**src/rtl/pipeline_divider_rv.sv**
```systemverilog
// pipeline_divider_rv: fully pipelined restoring divider with valid/ready flow control and tag passthrough.
// Signed operation is compiled in only when DIV_SIGNED_EN is defined.
module pipeline_divider_rv #(
  parameter int WIDTH  = 32,
  parameter int STAGES = 8,
  parameter int TAG_W  = 4
) (
  input  logic             clk,
  input  logic             reset,
  input  logic             in_valid,
  output logic             in_ready,
  input  logic [WIDTH-1:0] in_dividend,
  input  logic [WIDTH-1:0] in_divisor,
  input  logic             in_signed,
  input  logic [TAG_W-1:0] in_tag,
  output logic             out_valid,
  input  logic             out_ready,
  output logic [WIDTH-1:0] out_quotient,
  output logic [WIDTH-1:0] out_remainder,
  output logic             out_div_by_zero,
  output logic [TAG_W-1:0] out_tag
);
  localparam int IPS = WIDTH / STAGES;

  if (STAGES < 1 || STAGES > WIDTH || (WIDTH % STAGES) != 0) begin : g_param_check
    $error("pipeline_divider_rv: STAGES must divide WIDTH and lie in 1..WIDTH");
  end

  // Stage k registers hold the operands entering that stage's iterations.
  logic             v_q [STAGES];
  logic [WIDTH-1:0] a_q [STAGES];
  logic [WIDTH-1:0] b_q [STAGES];
  logic [WIDTH-1:0] q_q [STAGES];
  logic [WIDTH-1:0] n_q [STAGES];
  logic [WIDTH:0]   r_q [STAGES];
  logic [TAG_W-1:0] t_q [STAGES];
  logic             z_q [STAGES];
`ifdef DIV_SIGNED_EN
  logic             nq_q [STAGES];
  logic             nr_q [STAGES];
  logic             sa0_d, sb0_d;
`endif

  logic [WIDTH-1:0] a_c [STAGES];
  logic [WIDTH-1:0] q_c [STAGES];
  logic [WIDTH:0]   r_c [STAGES];

  logic [WIDTH-1:0] a0_d, b0_d, q_fix_d, r_fix_d;

  logic             out_v_q, dbz_q;
  logic [WIDTH-1:0] quot_q, rem_q;
  logic [TAG_W-1:0] tag_q;

  logic stall;
  assign stall    = out_v_q && !out_ready;
  assign in_ready = !stall;

  always_comb begin
    a0_d = in_dividend;
    b0_d = in_divisor;
`ifdef DIV_SIGNED_EN
    sa0_d = in_signed & in_dividend[WIDTH-1];
    sb0_d = in_signed & in_divisor[WIDTH-1];
    if (sa0_d) a0_d = -in_dividend;
    if (sb0_d) b0_d = -in_divisor;
`endif
  end

  always_comb begin
    for (int k = 0; k < STAGES; k++) begin
      a_c[k] = a_q[k];
      r_c[k] = r_q[k];
      q_c[k] = q_q[k];
      for (int j = 0; j < IPS; j++) begin
        r_c[k] = {r_c[k][WIDTH-1:0], a_c[k][WIDTH-1]};
        a_c[k] = a_c[k] << 1;
        if (r_c[k] >= {1'b0, b_q[k]}) begin
          r_c[k] = r_c[k] - {1'b0, b_q[k]};
          q_c[k] = (q_c[k] << 1) | WIDTH'(1'b1);
        end else begin
          q_c[k] = q_c[k] << 1;
        end
      end
    end
  end

  // Divide-by-zero overrides everything, including the signed fix-up.
  always_comb begin
    q_fix_d = q_c[STAGES-1];
    r_fix_d = r_c[STAGES-1][WIDTH-1:0];
`ifdef DIV_SIGNED_EN
    if (nq_q[STAGES-1]) q_fix_d = -q_fix_d;
    if (nr_q[STAGES-1]) r_fix_d = -r_fix_d;
`endif
    if (z_q[STAGES-1]) begin
      q_fix_d = '1;
      r_fix_d = n_q[STAGES-1];
    end
  end

  always_ff @(posedge clk) begin
    if (reset) begin
      for (int k = 0; k < STAGES; k++) begin
        v_q[k] <= 1'b0;
        a_q[k] <= '0;
        b_q[k] <= '0;
        q_q[k] <= '0;
        n_q[k] <= '0;
        r_q[k] <= '0;
        t_q[k] <= '0;
        z_q[k] <= 1'b0;
`ifdef DIV_SIGNED_EN
        nq_q[k] <= 1'b0;
        nr_q[k] <= 1'b0;
`endif
      end
      out_v_q <= 1'b0;
      quot_q  <= '0;
      rem_q   <= '0;
      dbz_q   <= 1'b0;
      tag_q   <= '0;
    end else if (!stall) begin
      v_q[0] <= in_valid;
      a_q[0] <= a0_d;
      b_q[0] <= b0_d;
      q_q[0] <= '0;
      n_q[0] <= in_dividend;
      r_q[0] <= '0;
      t_q[0] <= in_tag;
      z_q[0] <= (in_divisor == '0);
`ifdef DIV_SIGNED_EN
      nq_q[0] <= sa0_d ^ sb0_d;
      nr_q[0] <= sa0_d;
`endif
      for (int k = 1; k < STAGES; k++) begin
        v_q[k] <= v_q[k-1];
        a_q[k] <= a_c[k-1];
        b_q[k] <= b_q[k-1];
        q_q[k] <= q_c[k-1];
        n_q[k] <= n_q[k-1];
        r_q[k] <= r_c[k-1];
        t_q[k] <= t_q[k-1];
        z_q[k] <= z_q[k-1];
`ifdef DIV_SIGNED_EN
        nq_q[k] <= nq_q[k-1];
        nr_q[k] <= nr_q[k-1];
`endif
      end
      out_v_q <= v_q[STAGES-1];
      if (v_q[STAGES-1]) begin
        quot_q <= q_fix_d;
        rem_q  <= r_fix_d;
        dbz_q  <= z_q[STAGES-1];
        tag_q  <= t_q[STAGES-1];
      end
    end
  end

`ifndef DIV_SIGNED_EN
  logic unused_in_signed;
  assign unused_in_signed = in_signed;
`endif

  assign out_valid       = out_v_q;
  assign out_quotient    = quot_q;
  assign out_remainder   = rem_q;
  assign out_div_by_zero = dbz_q;
  assign out_tag         = tag_q;
endmodule

```
**config.mk**
```make
export PLATFORM = sky130hd
export DESIGN_NAME = pipeline_divider_rv
export DESIGN_NICKNAME = d
export VERILOG_FILES = /design/src/rtl/pipeline_divider_rv.sv
export SDC_FILE = /design/constraint.sdc
export NUM_CORES = 2
export LEC_CHECK = 0
export ABC_AREA = 1
export BUFFER_PORTS_ARGS = -buffer_cell sky130_fd_sc_hd__buf_2
export CORE_UTILIZATION = 40
export CTS_CLUSTER_SIZE = 25
export DETAILED_ROUTE_END_ITERATION = 12
export PLACE_DENSITY = 0.64
export SYNTH_ARGS = -nofsm -noshare
export SYNTH_HDL_FRONTEND = slang
export SYNTH_SLANG_ARGS = --single-unit
```
**constraint.sdc**
```tcl
create_clock -name clk -period 36.3 [get_ports clk]
set_clock_uncertainty 0.2 [all_clocks]
set_input_delay 1.815 -clock clk [delete_from_list [all_inputs] [get_ports clk]]
set_output_delay 1.815 -clock clk [all_outputs]
set_load 0.02 [all_outputs]
```
# Yosys cells after proc, flatten, opt, wreduce, memory -nomap -nowiden
# Memories as Yosys holds them, arrays and structs flattened. A register that Yosys moved wholly into a read port is not among the register bits.
# Index checks and enable logic that the tools add are counted.
[classes]
n_bitwise = 65
mux = 135
addsub = 32
n_reduce_logical = 5
order_cmp = 32
[ops]
columns = ["operator", "count"]
rows = [
  ["$mux W32", 59],
  ["$ge A33 B32 Y1", 32],
  ["$sub A32 B32 Y32", 25],
  ["$mux W33", 15],
  ["$sub A33 B32 Y33", 7],
  ["$or A1 B1 Y1", 64],
  ["$mux W1", 53],
  ["$logic_not A32 Y1", 1],
  ["$mux W4", 8],
  ["$logic_not A1 Y1", 2],
  ["$reduce_and A2 Y1", 1],
  ["$logic_and A1 B1 Y1", 1],
  ["$not A1 Y1", 1],
]
[word_totals]
reg_bits = 66
ram_bits = 1336
out_inout_bits = 71
memories = 8
[memory_table]
columns = ["name", "words", "width", "rd", "rd_clocked_by_memory_dff", "wr", "line", "text"]
rows = [
  ["r_q", 8, 33, 8, 0, 8, "35", "logic [WIDTH:0] r_q [STAGES];"],
  ["a_q", 8, 32, 8, 0, 8, "31", "logic [WIDTH-1:0] a_q [STAGES];"],
  ["b_q", 8, 32, 8, 0, 8, "32", "logic [WIDTH-1:0] b_q [STAGES];"],
  ["n_q", 8, 32, 8, 0, 8, "34", "logic [WIDTH-1:0] n_q [STAGES];"],
  ["q_q", 8, 32, 8, 0, 8, "33", "logic [WIDTH-1:0] q_q [STAGES];"],
  ["t_q", 8, 4, 8, 1, 8, "36", "logic [TAG_W-1:0] t_q [STAGES];"],
  ["2 more memories", "--", "--", "--", "--", "--", "--", ""],
]

# Longest topological paths before layout
# An unclocked memory read counts as a cell.
[depth]
depth_word = 10
ltp_mapped = 73
mapped_depth_nobuf = 68

# Worst setup path before layout
# No wires, ideal clock.
[synth_path]
kind = "input port to flip-flop"
start = "input port reset"
end = "memory b_q[0][0], enable pin"
path_stages = 5
required_time_ns = 27.683
t_arrival_ns = 22.434
path_slack_ns = 5.250
path_cell_list = "clkbuf_1 > inv_1 > clkbuf_1 > buf_2 > nand3_1"
[synth_rtl]
columns = ["element", "line", "text"]
rows = [
  ["from (decl)", "9", "input logic reset,"],
  ["to (decl)", "32", ""],
]

==> flow_summary_export.csv <==
group,metric,value,unit
yosys,synthSimpleGateAreaFrac,27.4,%
global_route,grt_usage,25.5,%
detailed_routing,routed.top_layer,"met4",
yosys,yosysWarnings,0,
yosys,synth_edf_count,896,
detailed_routing,viasPerCell,5.34,
cts,root_buffer,"clkbuf_16",
yosys,synth_top_family_by_area,"simple AND/OR/NAND/NOR gates",
cells_and_area,syn2layout_area_growth,7.34,%
hold_path,hold_path.class,"reg -> reg",
worst_setup_path,worstSetupPathType,"reg -> reg",
sta,max_freq,74.5,MHz
sta,fin_ws,22.88,ns
detailed_routing,drt-met1-wl,155,mm
cts,numCtsBuffers,112,
floorplan,ios,144,
floorplan,die_h,508,µm
yosys,async_reset_ff_share,0,%
worst_setup_path,slowest_delay,0.94,ns
sta,finalCriticalPeriod,13.42,ns
cts,postCtsHoldBufs,0,
yosys,netlist_area,0.102,mm²
yosys,ys_top_cells_by_count,"nand2_1, inv_1, nor2_1",
yosys,ys_seq_area_share,27.7,%
worst_setup_path,crit_family,"simple AND/OR/NAND/NOR gates",
cts,clkSinkCount,966,
yosys,synth-xor-area-share,7.10,%
worst_setup_path,cp_slowest_cell,"and2_1",
yosys,synth.distinct_cells,75,
cts,clk_path_buf_depth,3,
place,place_congestion,1.00,
worst_setup_path,cpMostUsedCell,"nand2_1",
detailed_routing,drt-initial-drc-count,9743,
cts,clk_latency,0.81,ns
yosys,synth.area.top_cells,"edfxtp_1, nand2_1, ha_1",
cells_and_area,fillers,27000,
yosys,synth_top_area_share,26.3,%
detailed_routing,wl_met3,25.4,mm
sta,relSlewSlack,13.9,%
floorplan,core-area,0.254,mm²
sta,finalSetupViolCount,0,
sta,drv_slew,0,
place,dp_worst_setup_slack,23.00,ns
cts,cts_tree,"yes",
global_route,overflow,0,
floorplan,rows,185,
worst_setup_path,crit_path_max_fanout,49,
worst_setup_path,worstSetupStartpointType,"flip-flop",
cts,post_cts_resize_count,0,
sta,post-route-period-util,37.0,%
global_route,grt_pass1_wl,515,mm
cells_and_area,drive_gt1_share,4.26,%
worst_setup_path,crit_buf_inv,5,
yosys,ys_ff_latch,966,
yosys,synth_area_per_cell,6.86,µm²
yosys,yosys.area_share.adder,12.8,%
detailed_routing,wirelength,340,mm
cells_and_area,fin_nets,16000,
floorplan,dieArea,0.258,mm²
floorplan,initial_core_util,40.2,%
yosys,yosysMostFrequentCell,"nand2_1",
cts,clkTransAtPathRegs,0.06,ns
sta,hold_viol_final,0,
worst_setup_path,cp-end-kind,"flip-flop",
detailed_routing,dr.pass1.iters,8,
cts,htree_num_levels,3,
yosys,synth_cells,14900,
detailed_routing,wl_met2,147,mm
yosys,synth_compound_area_share,15.3,%
sta,rsz0062_at_grt,"false",
yosys,muxShareOfSynthArea,0,%
global_route,antenna_found_initial,11,
place,place_hpwl,276,mm
detailed_routing,ant_nets,0,
place,io_buffer_count,142,
sta,worst_pin_slew,1.28,ns
worst_setup_path,critPathArrivalTime,13.71,ns
global_route,grt_max_degree,112,
detailed_routing,via_count,98000,
run,cap_violations,0,
outcome,outcome,"finished clean",
yosys,yosysTopAreaCell,"edfxtp_1",
global_route,grt_pass1_vias,89100,
worst_setup_path,cp.required,36.59,ns
detailed_routing,wl_per_cell,18.5,µm
yosys,synth_flop_cell,"edfxtp_1",
detailed_routing,drc,0,
yosys,synth_fp_nets,16000,
cts,cts_setup_buffers,0,
floorplan,die_w,508,µm
sta,fin_tns_setup,0,ns
## per-stage QoR
stage	std cells	util, %	instance area (µm²)	hold slack [ns]
6_report	18400	43.2	110000	0.264
5_1_grt	18400	43.2	110000	0.276
4_1_cts	18400	43.2	110000	0.263
3_5_place_dp	18100	41.7	106000	0.253
3_3_place_gp	18100	41.7	106000	0.254
2_1_floorplan	14900	-	102000	0.267
## worst reg2reg max path: cells and delay by family (launching register included)
| kind | cells | cell delay (ns) |
|---|---|---|
| compound gates | 10 | 2.62 |
| buf+inv | 5 | 2.21 |
| simple gates | 37 | 6.07 |
| fa+ha+maj | 4 | 1.51 |
| flops | 1 | 0.51 |
## logic make-up (layout without fill, tap and decap cells)
family                     Yosys count  count (layout)
xor gates and xnor gates           829             829
DFF                                966             966
buffers and inverters             2548            2626
AOI/OAI and AO/OA                 2800            2800
and+or+nand+nor                   6744            6744
adders and majority gates         1025            1025
other                                0               5
## final cells by class
cell class / count / area, µm² / share of cell area, %
repair buffers: 196 / 1130 / 1.03
inverters: 2221 / 8340 / 7.60
clock buffers: 143 / 3030 / 2.76
flip-flops and latches: 966 / 28300 / 25.8
clock inverters: 66 / 792 / 0.721
multi-input cells: 11400 / 64000 / 58.3
well taps: 3366 / 4210 / 3.84
diodes: 5 / 12.5 / 0.0114
## flip-flops by register name (all words and copies together), names as in the netlist
| register | flops |
|---|---|
| b_q | 256 |
| n_q | 256 |
| out_div_by_zero | 1 |
| out_quotient | 32 |
| out_remainder | 32 |
| out_tag | 4 |
| out_valid | 1 |
| q_q | 112 |
| r_q | 224 |
| t_q | 32 |
| v_q | 8 |
| z_q | 8 |
## final timing paths
kind	start	end	slack (ns)	cells after the start
worst max-delay path	b_q[0][97]	r_q[1][18]	22.88	56
worst min-delay path	out_remainder[0]	out_remainder[0]	0.26	2
worst max register to register	b_q[0][97]	r_q[1][18]	22.88	56
worst min register to register	out_remainder[0]	out_remainder[0]	0.26	2
## placed cells by master, fill, tap and decap left out, drive strengths merged, types with 196 or more instances in the layout
cell type     n
o21ai      1057
xnor2       458
nand2      3710
nor2       1846
inv        2228
ha          994
edfxtp      896
xor2        371
nand3       683
a21oi      1162
buf         196
## layer usage
layer,GRT usage (%),vias up
met4,8.44,0
met2,40.0,3225
met1,36.0,45100
met3,3.41,468
met5,0,-
li1,-,49200
Power is not shown: default switching activity piles up to over one toggle a cycle in this logic, so the estimate is an artifact.
